## src/rtl/pc_gen.sv

```systemverilog
// pc_gen: IF-stage program counter with prioritised, stall-tolerant jump/interrupt redirects
module pc_gen #(
  parameter int ADDR_WIDTH = 32,
  parameter logic [ADDR_WIDTH-1:0] RESET_PC = '0,
  parameter int PC_STEP = 4,
  parameter int STALL_WIDTH = 6,
  parameter int STALL_BIT = 0
) (
  input  logic                   clk_i,
  input  logic                   rst_i,
  input  logic [STALL_WIDTH-1:0] stall_i,
  input  logic                   fetch_gnt_i,
  input  logic                   flush_jump_i,
  input  logic [ADDR_WIDTH-1:0]  jump_pc_i,
  input  logic                   flush_interrupt_i,
  input  logic [ADDR_WIDTH-1:0]  int_pc_i,
  output logic [ADDR_WIDTH-1:0]  pc_o,
  output logic                   ce_o,
  output logic                   redirect_pending_o,
  output logic                   misalign_o
);
  localparam logic STOP = 1'b1;
  localparam logic [ADDR_WIDTH-1:0] LOW = ADDR_WIDTH'(PC_STEP - 1);
  typedef enum logic [1:0] {RST, BOOT, RUN} state_t;
  typedef enum logic [1:0] {NONE, JMP, INT} kind_t;
  state_t state, state_nx;
  kind_t pend_kind, sel_kind;
  logic [ADDR_WIDTH-1:0] pend_pc, sel_pc;
  logic run, hold, take, capture, unused;
  assign unused = ^stall_i;
  always_ff @(posedge clk_i or posedge rst_i)
    if (rst_i) state <= RST;
    else state <= state_nx;
  always_comb state_nx = state == RST ? BOOT : RUN;
  always_comb begin
    ce_o = state == RUN;
    redirect_pending_o = pend_kind != NONE;
  end
  always_comb begin
    sel_kind = flush_interrupt_i ? INT : pend_kind == INT ? INT : flush_jump_i ? JMP : pend_kind;
    sel_pc = flush_interrupt_i ? int_pc_i : pend_kind == INT ? pend_pc : flush_jump_i ? jump_pc_i : pend_pc;
    run = state == RUN;
    hold = stall_i[STALL_BIT] == STOP || !fetch_gnt_i;
    take = run && !hold;
    capture = state == BOOT || (run && hold);
  end
  always_ff @(posedge clk_i or posedge rst_i)
    if (rst_i) begin
      pc_o <= RESET_PC;
      pend_kind <= NONE;
      pend_pc <= '0;
      misalign_o <= 1'b0;
    end else begin
      misalign_o <= take && sel_kind != NONE && |(sel_pc & LOW);
      if (take) begin
        pc_o <= sel_kind != NONE ? sel_pc & ~LOW : pc_o + ADDR_WIDTH'(PC_STEP);
        pend_kind <= NONE;
      end else if (capture) begin
        pend_kind <= sel_kind;
        pend_pc <= sel_pc;
      end
    end
endmodule

```

## config.mk

```make
export PLATFORM = sky130hd
export DESIGN_NAME = pc_gen
export DESIGN_NICKNAME = d
export VERILOG_FILES = /design/src/rtl/pc_gen.sv
export SDC_FILE = /design/constraint.sdc
export NUM_CORES = 1
export LEC_CHECK = 0
export ABC_AREA = 1
export BUFFER_PORTS_ARGS = -buffer_cell sky130_fd_sc_hd__buf_4
export CORE_ASPECT_RATIO = 0.75
export CORE_MARGIN = 2
export CORE_UTILIZATION = 49
export DETAILED_ROUTE_END_ITERATION = 6
export PLACE_DENSITY = 0.84
export SETUP_SLACK_MARGIN = 0.1
export SYNTH_ARGS = -nofsm -noshare
export SYNTH_HDL_FRONTEND = slang
export SYNTH_SLANG_ARGS = --single-unit
```

## constraint.sdc

```tcl
create_clock -name clk_i -period 2.3 [get_ports clk_i]
set_clock_uncertainty 0.15 [all_clocks]
set_input_delay 0.345 -clock clk_i [delete_from_list [all_inputs] [get_ports clk_i]]
set_output_delay 0.345 -clock clk_i [all_outputs]
set_load 0.02 [all_outputs]
```

==> run metrics, run 1 <==
outcome=complete, no violations; Max VDD drop=~0.48 mV; Total GRT Usage=0.273; Routed WL=around 13000 um; endpoints failing setup=0; CTS Buffer Depth=2; pin count of the biggest net entering global routing=68; routability cong.=0.891; Final Hold Fails=0; dominant cells by area after synthesis=dfrtp_1 (37%), nand2_1 (22%), nand3_1 (9.2%); Via Count=~4800; vias in the first global route=4522; Leak Pwr=0.00290 uW; Slew Viols, Final=0; hold path start=int_pc_i[9]; violation count after the first detailed-route iteration=401; initial core utilization=0.501; Die Area=roughly 10000 um^2; Crit path required time=2.42 ns; Cell Pwr Density=732 nW/um^2; Tot Pwr=between 4000 and 5000 uW; Yosys cell types=36; Reg2Reg Setup Slack=0.23 ns; cts bufs inserted=9; Synth top area share=0.371; # clock sinks=67; n_diodes=0; number of synthesized flops with an enable pin=0; Syn. warnings=0; number of antenna violations at the first check in global routing=0; total gr overflow=0; Setup crit end kind=register; drt wl/cell=14.3 um; FP Rows=30; crit path max-delay cell type=dfrtp_1; most frequent cell after synthesis=nand2_1; Syn Inst Count=approximately 700; flops & latches, synth=67; Vert. Die Dim=87.1 um; hold path endpoint=pend_pc[9]$_DFFE_PP0P_; RR Endpoint=pc_o[19]$_DFFE_PP0P_; share of layout cells above drive strength 1=0.202; NumNets Final=859; CP arrival=2.19 ns; Non-Filler Instances=around 900; # DRC=0; critical path startpoint category=register; Root Buffer=clkbuf_16; worst min path class=in -> reg; Post-CTS Setup Bufs=0; area leader, netlist=dfrtp_1; CP Max Fanout=21; hold_ws=between 0.15 and 0.2 ns; Port Buf Inserts=102; Setup CP Type=reg -> reg; vias per cell=5.32; drt pass-1 iters=5; ys async rst share=1.00; level count of the clock H-tree=3; num ports=between 100 and 150; worst-skew pair later-pin latency=0.33 ns; Peak Freq=484 MHz; reg2reg start=state[0]$_DFF_PP0_; FF-to-FF path depth=9; Tcrit/Tclk final=0.899; crit-path max cell delay=0.38 ns; Mapped Area=4520 um^2; Core Area=9010 um^2; fin crit period=between 2 and 2.5 ns; Mean Syn Cell Area=6.59 um^2; global-route wire length before repair=between 20000 and 25000 um; final setup TNS=0 ns; post-synthesis sequential area ratio=0.371; placed insts=880; Hold Path Depth=3; Critical Path, Cell by Cell=inv_1 > ha_1 > nand2_1 > nor2_4 > inv_4 > nor2_4 > buf_4 > nand3_1 > nand2_1; DRT antenna net count=0; fill count=just over 800; RSZ-0062 raised after global routing=yes; top_reg_cell synth=dfrtp_1; dpl hpwl=9310 um; Area growth syn-to-layout=25.0%; commonest cells in the netlist=nand2_1 (269), nand3_1 (83), dfrtp_1 (67); die width=115 um; max cap viols=0; clock transition at the registers of the reported paths=approximately 0.060 ns; CTS tree=yes
metrics by stage:
step                cell area (um^2)  utilization  setup WS (ns)
finish                          5650        0.627          0.232
global route                    5650        0.627         0.0866
CTS                             5640        0.626          0.118
detailed placement              5350        0.594          0.123
global placement                5350        0.594          0.217
floorplan                       4520            -          0.122
how the worst max path moves through the flow:
stage	from	end	slack [ns]	cells after the start
global placement	state[0]$_DFF_PP0_	pc_o[18]$_DFFE_PP0P_	0.22	8
global route	state[0]$_DFF_PP0_	pc_o[20]$_DFFE_PP0P_	0.09	9
floorplan	rst_i	misalign_o$_DFF_PP0_	0.12	1
CTS	state[0]$_DFF_PP0_	pend_pc[0]$_DFFE_PP0P_	0.12	8
detailed placement	state[0]$_DFF_PP0_	pend_pc[6]$_DFFE_PP0P_	0.12	8
finish	state[0]$_DFF_PP0_	pc_o[19]$_DFFE_PP0P_	0.23	9
metal layers:
| layer | wire length, um | track usage |
|---|---|---|
| met1 | 5660 | 0.370 |
| met2 | 6120 | 0.449 |
| met3 | 965 | 0.0668 |
| met4 | 111 | 0.0559 |
| met5 | 0 | 0 |
area by class of cell:
| type | instances | area, um^2 | share of cell area |
|---|---|---|---|
| flip-flops and latches | 67 | 1680 | 0.297 |
| multi-input cells | 527 | 2430 | 0.430 |
| clock inverters | 3 | 40.0 | 0.00709 |
| repair buffers | 112 | 881 | 0.156 |
| inverters | 63 | 244 | 0.0432 |
| well taps | 112 | 140 | 0.0248 |
| clock buffers | 12 | 236 | 0.0419 |
sequential cells by signal, summed over array words and instances (netlist names):
signal / flops
misalign_o: 1
pc_o: 30
state: 2
pend_kind: 2
pend_pc: 32
kinds of logic after synthesis:
group / count (synthesis) / share of synthesized area
AOI/OAI and AO/OA: 62 / 0.0732
xor gates and xnor gates: 5 / 0.00970
adders and majority gates: 4 / 0.0111
buffers and inverters: 92 / 0.0931
DFF: 67 / 0.371
muxes: 2 / 0.00443
other: 1 / 0.000830
and+or+nand+nor: 452 / 0.436
timing repair:
action                                 CTS  global route
endpoints found under the hold margin   67             0
setup endpoints to repair                0            32
resized for setup                        0             3
hold buffers                             1             0
where the power goes:
part | switching [uW] | total [uW] | internal, uW | leakage (uW)
Sequential | 223 | 1590 | 1370 | 0.000807
Combinational | 728 | 1220 | 492 | 0.00196
Clock | 493 | 1320 | 830 | 0.000136
worst max-delay path: cells and delay by family, from the launching register on:
family | cells | cell delay [ns]
buffers and inverters | 3 | 0.52
flip-flops | 1 | 0.38
AND/OR/NAND/NOR | 5 | 0.75
adder cells (fa/ha/maj) | 1 | 0.19
layout by cell type (no fill, tap or decap), drive strengths merged:
cell,synthesis,routed
buf,18,111
dlygate4sd3,0,1
a22oi,1,1
ha,4,4
nand3,84,84
o32ai,1,1
or2,12,12
conb,1,2
xor2,3,3
xnor2,2,2
o211ai,2,2
and2,1,1
nand3b,13,13
nor2,67,67
a21oi,22,22
clkbuf,11,12
mux2i,2,2
o22ai,1,1
o21bai,1,1
inv,63,63
dfrtp,67,67
nand2,273,273
a31oi,1,1
bufinv,0,1
clkinv,0,2
nand4,2,2
o21ai,33,33
Power figures use the tool's default switching activity.
==> inputs of run 2 (changes only) <==
--- a/config.mk
+++ b/config.mk
@@ -6,12 +6,14 @@
 export NUM_CORES = 1
 export LEC_CHECK = 0
 export ABC_AREA = 1
-export BUFFER_PORTS_ARGS = -buffer_cell sky130_fd_sc_hd__buf_4
 export CORE_ASPECT_RATIO = 0.75
 export CORE_MARGIN = 2
-export CORE_UTILIZATION = 49
+export CORE_UTILIZATION = 60
+export CTS_BUF_LIST = sky130_fd_sc_hd__clkbuf_4
+export CTS_CLUSTER_SIZE = 24
 export DETAILED_ROUTE_END_ITERATION = 6
-export PLACE_DENSITY = 0.84
+export DONT_BUFFER_PORTS = 1
+export PLACE_DENSITY = 0.86
 export SETUP_SLACK_MARGIN = 0.1
 export SYNTH_ARGS = -nofsm -noshare
 export SYNTH_HDL_FRONTEND = slang
==> run metrics, run 2 (synthesis gave the netlist of run 1 again) <==
Setup crit end kind=register; NumNets Final=785 (-8.6%); global-route wire length before repair=20600 um (-5.3%); most common cell after layout, fill and taps aside=nand2_1; top flop regs=pend_pc (32), pc_o (30); CP arrival=2.19 ns (about the same); Worst-Margin Slew=0.614 ns; Slew headroom=0.590; cts bufs inserted=9 (unchanged); Hold Path Depth=4 (+1); FP Rows=27 (-10%); outcome=complete, no violations; crit path max-delay cell type=dfrtp_1; Core Area=7330 um^2 (-19%); initial core utilization=0.616 (+0.115); WP buf/inv=4 (+1); dpl hpwl=8830 um (-5.1%); Critical Path, Cell by Cell=inv_1 > ha_1 > nand2_1 > nor2_4 > nor2_2 > buf_4 > inv_1 > buf_4 > o21ai_0; final setup TNS=0 ns (unchanged); share of layout cells above drive strength 1=0.0901 (-0.111); Setup CP Type=reg -> reg; num ports=110 (unchanged); crit-path max cell delay=0.40 ns (+0.02 ns); CTS Buffer Depth=2 (unchanged); placed insts=772 (-12%); critical path startpoint category=register; Peak Freq=495 MHz (+2.4%); number of antenna violations at the first check in global routing=0 (unchanged); level count of the clock H-tree=3 (unchanged); Routed WL=12400 um (-3.6%); Max VDD drop=0.407 mV (-16%); CP Max Fanout=22 (+4.8%); # clock sinks=67 (unchanged); RR Endpoint=pend_pc[1]$_DFFE_PP0P_; vias per cell=5.64 (+6.1%); clock transition at the registers of the reported paths=0.12 ns (+0.06 ns); Vert. Die Dim=79.1 um (-9.2%); Leak Pwr=0.00246 uW (-15%); Area growth syn-to-layout=10.7%; hold path endpoint=pend_pc[2]$_DFFE_PP0P_; fin crit period=2.02 ns (-0.0482 ns); n_diodes=0 (unchanged); Die Area=8240 um^2 (-18%); Root Buffer=clkbuf_4; Port Buf Inserts=0 (-100%); Slew Viols, Final=0 (unchanged); max reg flops=32 (unchanged); vias in the first global route=4371 (-3.3%); CTS tree=yes; drt wl/cell=15.3 um (+6.5%); worst min path class=in -> reg; DRT antenna net count=0 (unchanged); die width=104 um (-9.3%); Tcrit/Tclk final=0.878 (-0.0210); drt pass-1 iters=5 (unchanged); RSZ-0062 raised after global routing=no; most frequent cells in the layout=nand2_1 (269), nand3_1 (83), dfrtp_1 (67); Crit path required time=2.47 ns (+0.05 ns); violation count after the first detailed-route iteration=347 (-13%); cell family with most CP delay=buffers and inverters; # DRC=0 (unchanged); FF-to-FF path depth=9 (unchanged); dpl cell area=4600 um^2 (-14%); Via Count=4578 (-4.0%); final instance area=5000 um^2 (-11%); Total GRT Usage=0.316 (+0.0428); Non-Filler Instances=811 (-9.5%); pin count of the biggest net entering global routing=42 (-38%); worst-skew pair later-pin latency=0.43 ns (+0.10 ns); Reg2Reg Setup Slack=0.28 ns (+0.05 ns); max cap viols=0 (unchanged); routability cong.=0.903 (+1.3%); Cell Pwr Density=699 nW/um^2 (-4.6%); endpoints failing setup=0 (unchanged); total gr overflow=0 (unchanged); Final Hold Fails=0 (unchanged); reg2reg start=state[0]$_DFF_PP0_; Most flops, register=pend_pc; hold path start=flush_interrupt_i
run 2: stage by stage:
| stage | worst slack, ns | total power [uW] | util | hold slack (ns) |
|---|---|---|---|---|
| floorplan | 0.122 | 2330 | - | 0.299 |
| global placement | 0.279 | 2520 | 0.627 | 0.170 |
| detailed placement | 0.188 | 2570 | 0.627 | 0.186 |
| CTS | 0.164 | 3480 | 0.680 | 0.00301 |
| global route | 0.112 | 3700 | 0.682 | 0.00129 |
| finish | 0.280 | 3490 | 0.682 | 0.0166 |
run 2: power breakdown:
group	internal (uW)	switching, uW	total [uW]	leakage, uW
logic	329	567	896	0.00158
clock network	436	456	892	0.0000800
registers	1360	342	1700	0.000807
total	2130	1370	3490	0.00246
run 2: worst max-delay path by stage:
stage,from,to,slack (ns),cells after the start
3_3_place_gp,state[0]$_DFF_PP0_,pc_o[9]$_DFFE_PP0P_,0.28,9
3_5_place_dp,state[0]$_DFF_PP0_,pc_o[9]$_DFFE_PP0P_,0.19,9
4_1_cts,state[0]$_DFF_PP0_,pc_o[18]$_DFFE_PP0P_,0.16,8
5_1_grt,state[0]$_DFF_PP0_,pend_pc[16]$_DFFE_PP0P_,0.11,10
2_1_floorplan,rst_i,misalign_o$_DFF_PP0_,0.12,1
6_report,state[0]$_DFF_PP0_,pend_pc[1]$_DFFE_PP0P_,0.28,9
run 2: repair_timing:
item	CTS	global route
resized for setup	0	3
setup endpoints to repair	0	21
setup buffers	0	1
hold buffers	23	0
endpoints found under the hold margin	46	0
run 2: final cells by class:
cell class | count | area, um^2
multi-input combinational | 527 | 2420
fill | 645 | 2330
sequential | 67 | 1680
timing repair buffer | 38 | 372
inverter | 63 | 244
tap | 101 | 126
clock inverter | 6 | 88.8
clock buffer | 9 | 67.6
run 2: worst min-delay path, stage by stage:
cell and delay, ns:
nand2_1 0.03, nand2_1 0.08, nand2_1 0.05, o21ai_0 0.06
run 2: routing by layer:
layer / part of all wire / track usage / wire, um / up-vias
li1: - / - / - / 2204
met1: 0.41 / 0.391 / 5090 / 2118
met2: 0.47 / 0.526 / 5840 / 237
met3: 0.10 / 0.102 / 1240 / 19
met4: 0.018 / 0.108 / 229 / 0
met5: 0 / 0 / 0 / -
